[src/rtl/load_store_unit_if.sv]
// Request/response and data-memory bus of the load/store unit.
// The slave side is the unit itself. The master side is the execute stage
// together with the data memory.
interface load_store_unit_if;
    // execute-stage request
    logic        req_valid;
    logic        req_ready;
    logic        req_we;
    logic [2:0]  req_funct3;
    logic [31:0] req_addr;
    logic [31:0] req_wdata;
    // completion response
    logic        resp_valid;
    logic [31:0] resp_rdata;
    logic        resp_fault;
    // word-addressed data memory
    logic [31:0] mem_addr;
    logic [31:0] mem_write_data;
    logic        mem_read;
    logic        mem_write;
    logic [31:0] mem_read_data;

    modport slave (
        input  req_valid, req_we, req_funct3, req_addr, req_wdata, mem_read_data,
        output req_ready, resp_valid, resp_rdata, resp_fault,
               mem_addr, mem_write_data, mem_read, mem_write
    );

    modport master (
        output req_valid, req_we, req_funct3, req_addr, req_wdata, mem_read_data,
        input  req_ready, resp_valid, resp_rdata, resp_fault,
               mem_addr, mem_write_data, mem_read, mem_write
    );
endinterface

[src/rtl/load_store_unit.sv]
// Load/store unit: converts one byte/half/word request at a time into
// word-aligned memory accesses. Sub-word stores are done as read-modify-write.
// Load data is lane-extracted and then sign- or zero-extended.
// Misaligned or illegal requests get a fault response and touch no memory.
module load_store_unit (
    input  logic             clk,
    input  logic             rst,
    load_store_unit_if.slave bus
);

    typedef enum logic [1:0] {
        ST_IDLE = 2'd0,
        ST_RD   = 2'd1,
        ST_WR   = 2'd2,
        ST_RESP = 2'd3
    } state_t;

    state_t      state_reg, state_next;

    // request fields latched at accept
    logic        we_reg;
    logic [2:0]  funct3_reg;
    logic [31:0] addr_reg;
    logic [31:0] wdata_reg;
    logic        fault_reg;
    // word captured during RD, and the last load result
    logic [31:0] word_reg;
    logic [31:0] rdata_reg;

    logic        accept;
    logic [1:0]  req_size;
    logic        req_illegal;
    logic        req_misaligned;
    logic        req_fault;

    logic [3:0]  lane_mask;
    logic [31:0] wdata_repl;
    logic [31:0] merged_word;
    logic [7:0]  rd_byte [4];
    logic [7:0]  sel_byte;
    logic [15:0] sel_half;
    logic        sign_ext;
    logic [31:0] load_ext;

    // Classify the incoming request. Size is funct3[1:0]: 00 byte, 01 half, 10 word.
    always_comb begin
        req_size = bus.req_funct3[1:0];
        if (bus.req_we) begin
            req_illegal = bus.req_funct3[2] | (req_size == 2'b11);
        end else begin
            req_illegal = (req_size == 2'b11) | (bus.req_funct3[2] & req_size[1]);
        end
        req_misaligned = ((req_size == 2'b01) & bus.req_addr[0]) |
                         ((req_size == 2'b10) & (bus.req_addr[1:0] != 2'b00));
        req_fault = req_illegal | req_misaligned;
    end

    // State register.
    always_ff @(posedge clk) begin
        if (rst) begin
            state_reg <= ST_IDLE;
        end else begin
            state_reg <= state_next;
        end
    end

    // Next-state and handshake/memory strobes. Memory strobes depend only on state.
    // They are forced low while rst is high.
    always_comb begin
        state_next     = state_reg;
        accept         = 1'b0;
        bus.req_ready  = 1'b0;
        bus.resp_valid = 1'b0;
        bus.mem_read   = 1'b0;
        bus.mem_write  = 1'b0;
        case (state_reg)
            ST_IDLE: begin
                bus.req_ready = 1'b1;
                if (bus.req_valid) begin
                    accept = 1'b1;
                    if (req_fault) begin
                        state_next = ST_RESP;
                    end else if (bus.req_we && (req_size == 2'b10)) begin
                        state_next = ST_WR;
                    end else begin
                        state_next = ST_RD;
                    end
                end
            end
            ST_RD: begin
                bus.mem_read = !rst;
                state_next   = we_reg ? ST_WR : ST_RESP;
            end
            ST_WR: begin
                bus.mem_write = !rst;
                state_next    = ST_RESP;
            end
            ST_RESP: begin
                bus.resp_valid = 1'b1;
                state_next     = ST_IDLE;
            end
            default: begin
                state_next = ST_IDLE;
            end
        endcase
    end

    // Request latch, read-word capture and load-result register.
    always_ff @(posedge clk) begin
        if (rst) begin
            we_reg     <= 1'b0;
            funct3_reg <= 3'b000;
            addr_reg   <= 32'h0;
            wdata_reg  <= 32'h0;
            fault_reg  <= 1'b0;
            word_reg   <= 32'h0;
            rdata_reg  <= 32'h0;
        end else begin
            if (accept) begin
                we_reg     <= bus.req_we;
                funct3_reg <= bus.req_funct3;
                addr_reg   <= bus.req_addr;
                wdata_reg  <= bus.req_wdata;
                fault_reg  <= req_fault;
            end
            if (state_reg == ST_RD) begin
                word_reg <= bus.mem_read_data;
                if (!we_reg) begin
                    rdata_reg <= load_ext;
                end
            end
        end
    end

    // Store lane select and replicated store data. A word store selects every lane,
    // so SW and SB/SH share the same merge path.
    always_comb begin
        lane_mask  = 4'b1111;
        wdata_repl = wdata_reg;
        case (funct3_reg[1:0])
            2'b00: begin
                lane_mask  = 4'b0001 << addr_reg[1:0];
                wdata_repl = {4{wdata_reg[7:0]}};
            end
            2'b01: begin
                lane_mask  = addr_reg[1] ? 4'b1100 : 4'b0011;
                wdata_repl = {2{wdata_reg[15:0]}};
            end
            default: begin
                lane_mask  = 4'b1111;
                wdata_repl = wdata_reg;
            end
        endcase
    end

    // Per byte lane: merge store data over the captured word; split the read word.
    genvar gi;
    generate
        for (gi = 0; gi < 4; gi++) begin : g_lane
            assign merged_word[8*gi +: 8] = lane_mask[gi] ? wdata_repl[8*gi +: 8]
                                                          : word_reg[8*gi +: 8];
            assign rd_byte[gi] = bus.mem_read_data[8*gi +: 8];
        end
    endgenerate

    // Load lane extraction and extension. funct3[2] set means unsigned (LBU/LHU).
    always_comb begin
        sel_byte = rd_byte[addr_reg[1:0]];
        sel_half = addr_reg[1] ? {rd_byte[3], rd_byte[2]} : {rd_byte[1], rd_byte[0]};
        sign_ext = ~funct3_reg[2];
        case (funct3_reg[1:0])
            2'b00:   load_ext = {{24{sign_ext & sel_byte[7]}}, sel_byte};
            2'b01:   load_ext = {{16{sign_ext & sel_half[15]}}, sel_half};
            default: load_ext = bus.mem_read_data;
        endcase
    end

    // Memory address and data come only from latched fields, so they are stable all cycle.
    assign bus.mem_addr       = {addr_reg[31:2], 2'b00};
    assign bus.mem_write_data = merged_word;

    // Fault and store responses report zero data. The load result itself is held.
    assign bus.resp_fault = (state_reg == ST_RESP) & fault_reg;
    assign bus.resp_rdata = ((state_reg == ST_RESP) && (fault_reg || we_reg)) ? 32'h0
                                                                               : rdata_reg;

endmodule

[src/flat_wrapper.sv]
// flat-port wrapper written by rule: the top's interface ports become plain ports
module load_store_unit_flat 
  (clk, rst, bus_req_valid, bus_req_we, bus_req_funct3, bus_req_addr, bus_req_wdata, bus_mem_read_data, bus_req_ready, bus_resp_valid, bus_resp_rdata, bus_resp_fault, bus_mem_addr, bus_mem_write_data, bus_mem_read, bus_mem_write);
  load_store_unit_if bus_i ();
  input  logic clk;
  input  logic rst;
  input wire logic [$bits(bus_i.req_valid)-1:0] bus_req_valid;
  input wire logic [$bits(bus_i.req_we)-1:0] bus_req_we;
  input wire logic [$bits(bus_i.req_funct3)-1:0] bus_req_funct3;
  input wire logic [$bits(bus_i.req_addr)-1:0] bus_req_addr;
  input wire logic [$bits(bus_i.req_wdata)-1:0] bus_req_wdata;
  input wire logic [$bits(bus_i.mem_read_data)-1:0] bus_mem_read_data;
  output wire logic [$bits(bus_i.req_ready)-1:0] bus_req_ready;
  output wire logic [$bits(bus_i.resp_valid)-1:0] bus_resp_valid;
  output wire logic [$bits(bus_i.resp_rdata)-1:0] bus_resp_rdata;
  output wire logic [$bits(bus_i.resp_fault)-1:0] bus_resp_fault;
  output wire logic [$bits(bus_i.mem_addr)-1:0] bus_mem_addr;
  output wire logic [$bits(bus_i.mem_write_data)-1:0] bus_mem_write_data;
  output wire logic [$bits(bus_i.mem_read)-1:0] bus_mem_read;
  output wire logic [$bits(bus_i.mem_write)-1:0] bus_mem_write;
  assign bus_i.req_valid = bus_req_valid;
  assign bus_i.req_we = bus_req_we;
  assign bus_i.req_funct3 = bus_req_funct3;
  assign bus_i.req_addr = bus_req_addr;
  assign bus_i.req_wdata = bus_req_wdata;
  assign bus_i.mem_read_data = bus_mem_read_data;
  assign bus_req_ready = bus_i.req_ready;
  assign bus_resp_valid = bus_i.resp_valid;
  assign bus_resp_rdata = bus_i.resp_rdata;
  assign bus_resp_fault = bus_i.resp_fault;
  assign bus_mem_addr = bus_i.mem_addr;
  assign bus_mem_write_data = bus_i.mem_write_data;
  assign bus_mem_read = bus_i.mem_read;
  assign bus_mem_write = bus_i.mem_write;
  load_store_unit u_core (.clk(clk), .rst(rst), .bus(bus_i));
endmodule
[config.mk]
export PLATFORM = sky130hd
export DESIGN_NAME = load_store_unit_flat
export DESIGN_NICKNAME = d
export VERILOG_FILES = /design/src/rtl/load_store_unit_if.sv /design/src/rtl/load_store_unit.sv /design/src/flat_wrapper.sv
export SDC_FILE = /design/constraint.sdc
export NUM_CORES = 1
export LEC_CHECK = 0
export CELL_PAD_IN_SITES_DETAIL_PLACEMENT = 0
export CELL_PAD_IN_SITES_GLOBAL_PLACEMENT = 2
export CORE_ASPECT_RATIO = 1.75
export CORE_MARGIN = 10
export CORE_UTILIZATION = 24
export CTS_CLUSTER_DIAMETER = 80
export CTS_CLUSTER_SIZE = 12
export DETAILED_ROUTE_END_ITERATION = 7
export PLACE_DENSITY_LB_ADDON = 0.1
export SLEW_MARGIN = 20
export SYNTH_ARGS = -nofsm -noshare
export SYNTH_HDL_FRONTEND = slang
export SYNTH_SLANG_ARGS = --single-unit
[constraint.sdc]
create_clock -name clk -period 1.9 [get_ports clk]
set_input_delay 0.19 -clock clk [delete_from_list [all_inputs] [get_ports clk]]
set_output_delay 0.19 -clock clk [all_outputs]
set_load 0.01 [all_outputs]
# ---- Word-level counts from Yosys, hierarchy flattened
# Cells that the tools add are included.
dict set report word_totals {
  word_cells 64
  latchBits 0
  out_inout_bits 101
  ff_bits 135
  inputBits 103
  romBits 0
  mem_count 0
  mem_bits_rw 0
}
dict set report classes {
  add_sub_neg 0
  eq_ne 8
  n_mux 25
  n_reduce_logical 8
  n_shift 1
  magnitude_cmp 1
  multipliers 0
  n_div 0
  n_bitwise 13
}
# cell count
set ops {}
lappend ops {{32-bit case mux with 2 select lines} 2}
lappend ops {{8-bit two-way mux} 6}
lappend ops {{32-bit two-way mux} 1}
lappend ops {{8-bit binary-select mux with 2-bit select} 1}
lappend ops {{16-bit two-way mux} 1}
lappend ops {{2-bit equality test, second input constant} 4}
lappend ops {{1-bit two-way mux} 8}
lappend ops {{2-bit case mux with 4 select lines} 1}
lappend ops {{4-bit case mux with 2 select lines} 1}
lappend ops {{1-bit bitwise AND} 6}
lappend ops {{2-bit by 1-bit equality test with 1-bit output, second input constant} 3}
lappend ops {{2-bit two-way mux} 3}
lappend ops {{2-bit logical NOT} 2}
lappend ops {{4-bit two-way mux} 1}
lappend ops {{1-bit bitwise OR} 4}
lappend ops {{1-bit by 2-bit left shift with 4-bit output, first input constant} 1}
lappend ops {{3-bit >= comparator, second input constant} 1}
lappend ops {{2-bit NOT with 3-bit output} 1}
lappend ops {{1-bit logical AND} 2}
lappend ops {{2-bit inequality test, second input constant} 1}
lappend ops {{1-bit NOT} 2}
lappend ops {{2-bit AND reduction} 1}
lappend ops {{2-bit nonzero test} 1}
lappend ops {{1-bit logical NOT} 1}
lappend ops {{1-bit logical OR} 1}

# ---- Longest topological paths before layout
dict set report logic_depth {
  depth_word 7
  mapped_depth 9
  depth_no_buf 6
}

# ---- Least setup slack after synthesis
# OpenSTA, ideal clock, no wires.
dict set report synth_path {
  kind {register -> register}
  start {register u_core.state_reg[1]}
  end {register u_core.rdata_reg[15]}
  path_stages_with_launch 10
  path_slack_ns 0.117
  t_arrival_ns 1.643
  period_less_slack_ns 1.783
  setup_time_ns 0.140
  n_path_buf 3
  t_required_ns 1.760
  path_cell_list {dfxtp_1 -> inv_1 -> ha_1 -> clkbuf_1 -> nor2b_1 -> buf_2 -> buf_1 -> o31ai_1 -> a21oi_1 -> a211oi_1}
}
dict set report synth_via {
  elab_chain_cells 2
}
# item line
set synth_rtl {}
lappend synth_rtl {{from (decl)} load_store_unit.sv:18} ;# state_t state_reg, state_next;
lappend synth_rtl {{from (signal assigned)} load_store_unit.sv:63} ;# state_reg <= state_next;
lappend synth_rtl {{2-bit by 1-bit equality test with 1-bit output} load_store_unit.sv:126} ;# if (state_reg == ST_RD) begin
lappend synth_rtl {{2-bit AND reduction (no source line)} n/a}
lappend synth_rtl {{to (signal assigned)} load_store_unit.sv:129} ;# rdata_reg <= load_ext;
lappend synth_rtl {{to (decl)} load_store_unit.sv:28} ;# logic [31:0] rdata_reg;
# No other way between the ends.
# A chain may end at the register's enable or synchronous reset.

# ---- Worst setup path after layout
dict set report layout_path {
  start {register u_core.funct3_reg[0]}
  end {output port bus_mem_write_data[24]}
}
dict set report layout_via {
  elab_chain_cells 3
  elab_cells_between_ends 5
  cone_classes {eq/ne (1); mux (3); reduce/logical (1)}
}
# item line
set layout_rtl {}
lappend layout_rtl {{from (decl)} load_store_unit.sv:22} ;# logic [2:0] funct3_reg;
lappend layout_rtl {{from (signal assigned)} load_store_unit.sv:121} ;# funct3_reg <= bus.req_funct3;
lappend layout_rtl {{2-bit by 1-bit equality test with 1-bit output or 2-bit logical NOT (tied branches)} load_store_unit.sv:140} ;# case (funct3_reg[1:0])
lappend layout_rtl {{32-bit case mux with 2 select lines or 4-bit case mux with 2 select lines (tied branches)} load_store_unit.sv:140}
lappend layout_rtl {{8-bit two-way mux *} load_store_unit.sv:160} ;# assign merged_word[8*gi +: 8] = lane_mask[gi] ? wdata_repl[8*gi +: 8]
lappend layout_rtl {{to (decl)} flat_wrapper.sv:18} ;# output wire logic [$bits(bus_i.mem_write_data)-1:0] bus_mem_write_data;
# Every way passes the cells marked *; elsewhere a longest branch is shown, timed or not.

==> summary.md <==
| Metric | Value |
|---|---|
| Status | `finished with violations` |
| Failing checks | `negative setup slack` |
| Clk slew on worst S/H paths | `0.06 ns` |
| Highest clock rate | `501 MHz` |
| Synth top area share | `between 40% and 50%` |
| Die W | `144 um` |
| PwrDens | `around 1300 mW/mm^2` |
| Slew @ Worst Pin | `0.523 ns` |
| First-pass GRT wire length | `about 41 mm` |
| DRT iter0 DRCs | `175` |
| DRC errors left | `0` |
| Synth cell types | `42` |
| Later-pin clock latency in the skew report | `0.42 ns` |
| Layout Nets | `1134` |
| Post-route setup slack | `-0.0966 ns` |
| Syn Area/Cell | `8.04 um^2` |
| Filler instances | `2852` |
| Top cell type by total area after synthesis | `dfxtp_1` |
| EDFF count, synth | `0` |
| Routed wire length | `27.4 mm` |
| Max-cap violations | `0` |
| I/O pin cnt | `204` |
| Die ar. | `roughly 0.034 mm^2` |
| Row count | `between 70 and 80` |
| Final Slew Violations | `0` |
| Top-count cell post-synth | `nand2_1` |
| Core area | `0.0267 mm^2` |
| Share of flip-flops with an asynchronous set or reset | `0%` |
| CTS Hold Bufs | `0` |
| Synthesized netlist cell count | `between 800 and 900` |
| Post-synthesis sequential area ratio | `41.6%` |
| Syn. warnings | `0` |
| Worst Skew | `around 0.0054 ns` |
| Final HPWL DP | `20.6 mm` |
| First-pass iteration count of the detailed router | `4` |
| Setup violations, final | `19` |
| Final GP Congestion | `0.796` |
| Worst EP required | `roughly 1.7 ns` |
| Startpoint Class | `flip-flop` |
| Static Leak | `0.00393 uW` |
| GRT Total Usage | `15.9%` |
| WL per Instance | `20.1 um` |
| CP Data Arrival Time | `1.81 ns` |
| RSZ-0062 raised after global routing | `yes` |
| Finished Cell Area | `0.0100 mm^2` |
| Setup TNS Final | `-0.820 ns` |
| Min cycle time layout | `2.00 ns` |
| Global route overflow | `0` |
| H-tree Lvls | `4` |
| Initial Util | `24.4%` |
| Flops & latches, synth | `135` |
| Critical Path Fanout Max | `4` |
| CTS tree | `built` |
| Clock buffer depth | `2` |
| Port-buffer cells | `201` |
| Post-DRT Antenna Nets | `0` |
| Vias in the first global route | `6522` |
| Reg2reg setup slack | `approximately 0.08 ns` |
| CTS Buf Count | `17` |
| Crit end category | `output pin` |
| Initial antenna violation count | `1` |
| Top post-synthesis cells by area | `dfxtp_1, nand2_1, mux2i_1` |
| Main synth FF type | `dfxtp_1` |
| Largest net degree at the start of global routing | `98` |
| Chip Height | `238 um` |
| DP Area | `0.00910 mm^2` |
| Final worst-path cycle share | `105%` |
| Setup Crit Path Kind | `flip-flop to output pin` |
| IR drop worst, VDD | `0.618 mV` |
| Hold crit path type | `primary input to flip-flop` |
| Area grow syn2layout | `54.3%` |
| Final Hold Fails | `0` |
| DR vias/cell | `4.51` |
| Root Buffer | `clkbuf_16` |
| Relative slew slack | `65.1%` |
| DR vias | `6142` |
| Top cells by count, synth | `nand2_1, dfxtp_1, a21oi_1, nor2_1, mux2i_1` |
| CTS sink cnt | `135` |
| Layout cell share with drive strength beyond 1 | `26.4%` |
| Syn Std Cell Area | `0.00650 mm^2` |
## cell families (layout without fill, tap and decap cells)
logic type,after synthesis,in the layout,share of synthesized area (%)
simple gates,331,331,21.8
compound gates,165,165,15.8
flops,135,135,41.6
buf+inv,97,324,7.85
mux,75,75,11.9
fa+ha+maj,5,5,0.962
other cells,1,3,0.0577
## final timing paths
kind | start | endpoint | depth (start not counted)
setup reg to reg | u_core.funct3_reg[0] | u_core.rdata_reg[20] | 5
hold reg to reg | u_core.addr_reg[3] | u_core.addr_reg[3] | 2
hold / removal | rst | u_core.word_reg[19] | 3
setup / recovery | u_core.funct3_reg[0] | bus_mem_write_data[24] | 7
## power breakdown
group	total, uW	internal (uW)	switching, uW
sequential	4030	3570	459
clock	3020	1750	1280
combinational	6200	3020	3180
total	13200	8330	4920
## critical path, stage by stage (launching register included)
cell	delay (ns)
dfxtp_4	0.36
or2_4	0.29
a21oi_4	0.21
buf_6	0.14
buf_4	0.11
buf_6	0.09
o21ai_4	0.06
buf_6	0.12
## per-layer routing
| layer | global-route usage, % | wire [um] | vias up |
|---|---|---|---|
| li1 | - | - | 3122 |
| met3 | 4.91 | 1660 | 32 |
| met2 | 29.9 | 15100 | 164 |
| met4 | 6.43 | 830 | 0 |
| met1 | 15.6 | 9800 | 2824 |
| met5 | 0 | 0 | - |
## final cells by class
type	instances	area [um^2]	area share, %
clock inverters	8	51.3	0.511
flip-flops and latches	135	2720	27.1
diodes	1	2.50	0.0249
multi-input cells	578	3630	36.1
clock buffers	22	474	4.73
repair buffers	289	2730	27.2
well taps	324	405	4.04
inverters	5	18.8	0.187
## metrics by stage
step                std cells  setup slack, ns  total power, uW  hold slack [ns]  utilization, %
detailed placement       1314           -0.255            10100            0.446            34.1
global route             1362           -0.177            14200            0.252            37.6
CTS                      1362           -0.120            13400            0.253            37.3
finish                   1362          -0.0966            13200            0.262            37.6
floorplan                 810            0.117             7170            0.326               -
global placement         1314           -0.242            10100            0.442            34.1
## placed cells by master (no fill, tap or decap), types with 8 or more instances in the layout
cell type	count
buf_12	13
o21ai_1	14
mux2i_4	8
a211oi_2	10
nor2_1	71
o21ai_0	9
o21ai_2	9
nand2_1	180
buf_2	46
a21oi_1	78
buf_6	34
nor3_1	8
clkdlybuf4s50_1	132
a211oi_1	14
dfxtp_1	128
buf_4	57
nand2b_1	8
clkbuf_16	17
mux2_4	9
mux2_2	8
and2_1	28
mux2i_1	44
## timing repair
| item | CTS | global route |
|---|---|---|
| cloned | 6 | 0 |
| endpoints found under the setup margin | 68 | 45 |
| buffers inserted | 15 | 2 |
| gates resized for setup | 384 | 52 |
| pin swaps | 17 | 13 |
Note: power is estimated with default switching activity, not from simulation.
